==> config.mk <==
export PLATFORM = sky130hd
export DESIGN_NAME = imm_ext_pipe
export DESIGN_NICKNAME = d
export VERILOG_FILES = /design/src/rtl/imm_ext_pipe.sv
export SDC_FILE = /design/constraint.sdc
export NUM_CORES = 1
export LEC_CHECK = 0
export ABC_AREA = 1
export CORE_ASPECT_RATIO = 0.9
export CORE_MARGIN = 5
export CORE_UTILIZATION = 43
export CTS_CLUSTER_DIAMETER = 80
export DETAILED_ROUTE_END_ITERATION = 16
export GPL_TIMING_DRIVEN = 0
export PLACE_DENSITY = 0.73
export SLEW_MARGIN = 25
export SYNTH_ARGS = -nofsm -noshare
export SYNTH_HDL_FRONTEND = slang
export SYNTH_SLANG_ARGS = --single-unit
export TNS_END_PERCENT = 5
==> constraint.sdc <==
create_clock -name clk -period 2.1 [get_ports clk]
set_input_delay 0.42 -clock clk [delete_from_list [all_inputs] [get_ports clk]]
set_output_delay 0.42 -clock clk [all_outputs]
set_load 0.01 [all_outputs]
==> src/rtl/imm_ext_pipe.sv <==
// rtl/imm_ext_pipe.sv - two-stage pipelined immediate extension unit with valid/ready and flush
//
// Purpose: extends an IMM_W-bit immediate to a DATA_W-bit operand between
// decode and execute. Stage 1 captures the request, stage 2 holds the
// computed result that drives the outputs directly.
//
// Ports:
//   clk        - system clock, rising edge
//   reset      - synchronous active-high reset
//   flush      - synchronous squash of all in-flight entries
//   in_valid   - upstream request valid
//   in_ready   - request accepted this cycle
//   in_imm     - raw immediate (IMM_W)
//   in_op      - 00 zero, 01 sign, 10 upper, 11 branch (sign-extend, <<2)
//   in_tag     - sideband tag (TAG_W), carried unchanged
//   out_valid  - result valid
//   out_ready  - downstream accepts result
//   out_data   - extended operand (DATA_W)
//   out_tag    - tag of this result
//   out_lost   - branch mode only: significant bits shifted out

module imm_ext_pipe #(
  parameter int IMM_W  = 16,
  parameter int DATA_W = 32,
  parameter int TAG_W  = 5
) (
  input  logic              clk,
  input  logic              reset,
  input  logic              flush,
  input  logic              in_valid,
  output logic              in_ready,
  input  logic [IMM_W-1:0]  in_imm,
  input  logic [1:0]        in_op,
  input  logic [TAG_W-1:0]  in_tag,
  output logic              out_valid,
  input  logic              out_ready,
  output logic [DATA_W-1:0] out_data,
  output logic [TAG_W-1:0]  out_tag,
  output logic              out_lost
);

  localparam int EXT_W = DATA_W - IMM_W;

  // Stage 1 registers
  logic [IMM_W-1:0] imm1;
  logic [1:0]       op1;
  logic [TAG_W-1:0] tag1;
  logic             v1;

  // Stage 2 registers
  logic [DATA_W-1:0] data2;
  logic [TAG_W-1:0]  tag2;
  logic              lost2;
  logic              v2;

  // Ready chain: a stage can take new data if it is empty or drains this cycle.
  logic r1;
  logic r2;

  assign r2       = !v2 || out_ready;
  assign r1       = !v1 || r2;
  assign in_ready = r1 && !flush;

  assign out_valid = v2;
  assign out_data  = data2;
  assign out_tag   = tag2;
  assign out_lost  = lost2;

  // Extension arithmetic on stage-1 contents.
  logic [DATA_W-1:0] sext;
  logic [DATA_W-1:0] shifted;
  logic [DATA_W-1:0] ext_data;
  logic              ext_lost;

  always_comb begin
    sext     = {{EXT_W{imm1[IMM_W-1]}}, imm1};
    shifted  = sext << 2;
    ext_data = '0;
    ext_lost = 1'b0;
    case (op1)
      2'b00: ext_data = {{EXT_W{1'b0}}, imm1};
      2'b01: ext_data = sext;
      2'b10: ext_data = {imm1, {EXT_W{1'b0}}};
      2'b11: begin
        ext_data = shifted;
        // The two bits pushed out must both equal the new sign bit, otherwise
        // the offset no longer fits. Always 0 while DATA_W >= IMM_W+2.
        ext_lost = (sext[DATA_W-1] != shifted[DATA_W-1]) ||
                   (sext[DATA_W-2] != shifted[DATA_W-1]);
      end
      default: ext_data = '0;
    endcase
  end

  always_ff @(posedge clk) begin
    if (reset) begin
      v1    <= 1'b0;
      v2    <= 1'b0;
      data2 <= '0;
      tag2  <= '0;
      lost2 <= 1'b0;
    end else if (flush) begin
      v1 <= 1'b0;
      v2 <= 1'b0;
    end else begin
      if (r1) begin
        v1 <= in_valid;
        if (in_valid) begin
          imm1 <= in_imm;
          op1  <= in_op;
          tag1 <= in_tag;
        end
      end
      if (r2) begin
        v2 <= v1;
        if (v1) begin
          data2 <= ext_data;
          tag2  <= tag1;
          lost2 <= ext_lost;
        end
      end
    end
  end

endmodule
==> key figures <==
Outcome
  – Status: completed

Yosys
  – Seq cells post-synth: 62
  – Ys Warns: 0
  – Most common cell in the synthesized netlist: nor2_1
  – Synthesized instance count: 263
  – Synth area leader: dfxtp_1
  – Post-synth top cells: nor2_1, dfxtp_1, o21ai_0
  – Syn Std Cell Area: 2560 um2
  – Synth Area per Inst: 9.72 um2
  – Library cells used by synthesis: 21
  – Largest cells by area after synthesis: dfxtp_1, edfxtp_1, nor2_1
  – Synth Flop Type: dfxtp_1
  – Top-area cell type share of the netlist area: 30.5%
  – Register area share after synthesis: 57.6%
  – Number of synthesized flops with an enable pin: 23
  – Async SR Flop Fraction: 0%
  – Synth Net Count: 291

Route
  – Drt wl/cell: 13.5 um
  – Initial drt markers: 119
  – Vias per cell: 4.87
  – Drt pass-1 iters: 5
  – Final Routed Wirelength: 5620 um
  – Final ANT Viol Nets: 0
  – Via count: 2,020
  – # DRC: 0

Placed design
  – Port Buffers: 66
  – Detailed Place HPWL: 4110 um
  – Pre-CTS setup slack: -0.0859 ns
  – GP Congestion: 0.888

Worst hold path
  – Hold depth: 2
  – Worst min-delay path class: reg -> reg
  – Hold path endpoint: out_data[15]
  – Worst hold start: out_data[15]

Clock tree
  – CTS sink count: 62
  – Clk_lat worst skew: 0.34 ns
  – Post_cts resized: 0
  – Hold buffer count at cts: 0
  – CTS Buf Count: 9
  – Clock Tree Buf Depth: 2
  – Root buf cell: clkbuf_8
  – CTS H-tree depth: 3
  – Post-CTS setup buffer count: 0
  – CTS tree: done
  – Clk pin slew, worst setup/hold paths: 0.06 ns

Floorplan
  – DIE HEIGHT: 83.1 um
  – Core Footprint: 5730 um2
  – Die area: 7590 um2
  – Num ports: 68
  – Initial cell density of the core: 44.6%
  – Num rows: 26
  – Die Span X: 91.3 um

Worst setup path
  – Worst Setup End Kind: flip-flop
  – Cell family with most CP delay: simple AND/OR/NAND/NOR gates
  – Slowest cell on the critical path: clkdlybuf4s50_1
  – Worst R2R Path Depth: 3
  – Maximum fanout along the worst path: 23
  – Worst Path Required: 2.06 ns
  – Arrival time worst endpoint: 1.77 ns
  – Worst-path cell chain: clkdlybuf4s50_1, nor2_1, inv_2, nor2_4
  – CP startpoint kind: input port
  – Crit path buffers/inverters: 2
  – Reg-to-Reg Start: out_valid
  – R2R Setup Slk: 0.65 ns
  – Type of the worst setup path: in -> reg
  – Slowest Stage Delay on Critical Path: 0.55 ns
  – R2r endpoint: imm1[7]

Global routing
  – GRT Overall Usage: 14.8%
  – Number of global-route vias before repair: 1,922
  – Global-route congestion overflow total: 0
  – Largest net degree at the start of global routing: 24
  – Initial antenna violation count: 0
  – First-pass GRT wire length: 9030 um

Job
  – Max Cap Viol: 0

Timing
  – Final worst setup slack: 0.294 ns
  – Final Critical Period: 1.81 ns
  – Final Max Slew Viols: 0
  – Max-slew headroom: 56.7%
  – RSZ-0062 raised after global routing: false
  – Final setup fails: 0
  – Final count of hold timing violations: 0
  – Fin Clk Skew: 0.0109 ns
  – Crit share post-route: 86.0%
  – Post-route setup TNS: 0 ns
  – F_max: 554 MHz
  – Slew @ Worst Pin: 0.648 ns

Layout
  – N_diodes: 0
  – Synth-to-layout area growth: 36.0%
  – Layout cell share with drive strength beyond 1: 20.3%
  – Filler Cells Inserted: 501
  – Nets: 368

Pwr
  – Final Power: 2.42 mW
  – Worst VDD drop: 0.407 mV
  – Leakage dissipation: 1.37 nW
  – Pwr Density: 695 nW/um2
## layer usage
metal  GRT usage (%)  part of all wire [%]
met1            18.7                    44
met2            23.3                    46
met3            5.42                   9.4
met4            5.47                  0.61
met5               0                     0
## power by group
part	total, mW	switching (mW)	internal (mW)
Sequential	1.30	0.0181	1.29
Clock	0.871	0.413	0.458
Combinational	0.242	0.112	0.130
Total	2.42	0.543	1.87
## worst reg2reg max path, delay by kind of cell (launching register included)
kind / cells / cell delay, ns
DFF: 1 / 0.32
and+or+nand+nor: 3 / 0.75
## area by class of cell
| cell class | count | area [um2] | area share, % |
|---|---|---|---|
| inverter | 23 | 88.8 | 2.55 |
| tap | 70 | 87.6 | 2.52 |
| buffer | 16 | 139 | 3.99 |
| sequential | 62 | 1470 | 42.3 |
| timing repair buffer | 66 | 663 | 19.1 |
| clock inverter | 2 | 10.0 | 0.288 |
| clock buffer | 14 | 153 | 4.39 |
| multi-input combinational | 162 | 865 | 24.9 |
## kinds of logic (layout without fill, tap and decap cells)
| group | count (synthesis) | in the layout | share of synthesized area (%) |
|---|---|---|---|
| and+or+nand+nor | 94 | 94 | 15.8 |
| AOI/OAI and AO/OA | 67 | 67 | 17.6 |
| DFF | 62 | 62 | 57.6 |
| buffers and inverters | 39 | 121 | 8.91 |
| other | 1 | 1 | 0.147 |
## how the worst max path moves through the flow
stage	start	endpoint	slack [ns]	cells past startpoint
after floorplan	out_ready	imm1[0]	0.11	4
after global placement	reset	imm1[10]	-0.93	4
after detailed placement	reset	imm1[9]	-0.09	4
after CTS	out_ready	in_ready	0.01	6
after global routing	reset	tag1[0]	0.21	4
final	reset	imm1[7]	0.29	4
## through the flow
stage / instance area [um2] / hold WS [ns] / instances / utilization [%]
after floorplan: 2560 / 0.456 / 263 / -
after global placement: 3300 / 0.465 / 399 / 57.7
after detailed placement: 3310 / 0.462 / 399 / 57.8
after CTS: 3470 / 0.471 / 415 / 60.7
after global routing: 3480 / 0.490 / 415 / 60.7
final: 3480 / 0.468 / 415 / 60.7
## cells in the final DEF, fill, tap and decap left out
master	synthesis	final
dlymetal6s2s_1	0	1
o21ai_0	32	32
nand3_1	4	4
nor2_2	12	12
dfxtp_1	39	39
clkinv_2	0	2
clkbuf_8	0	10
nand2_2	3	3
inv_1	15	15
nor2_4	0	1
nor2_1	59	58
o21ai_1	7	7
clkdlybuf4s50_1	0	65
buf_4	5	5
nand2_4	1	1
buf_6	8	8
nand2_1	15	15
a21oi_1	6	6
inv_2	7	7
o22ai_1	2	2
o22ai_2	10	10
o21ai_2	10	10
inv_4	1	1
edfxtp_1	23	23
clkbuf_1	3	7
conb_1	1	1
## registers in the layout, summed over array words and instances (netlist names)
name       count
out_valid      1
imm1          16
op1            2
out_data      32
tag1           5
out_tag        5
v1             1
Power figures use the tool's default switching activity.
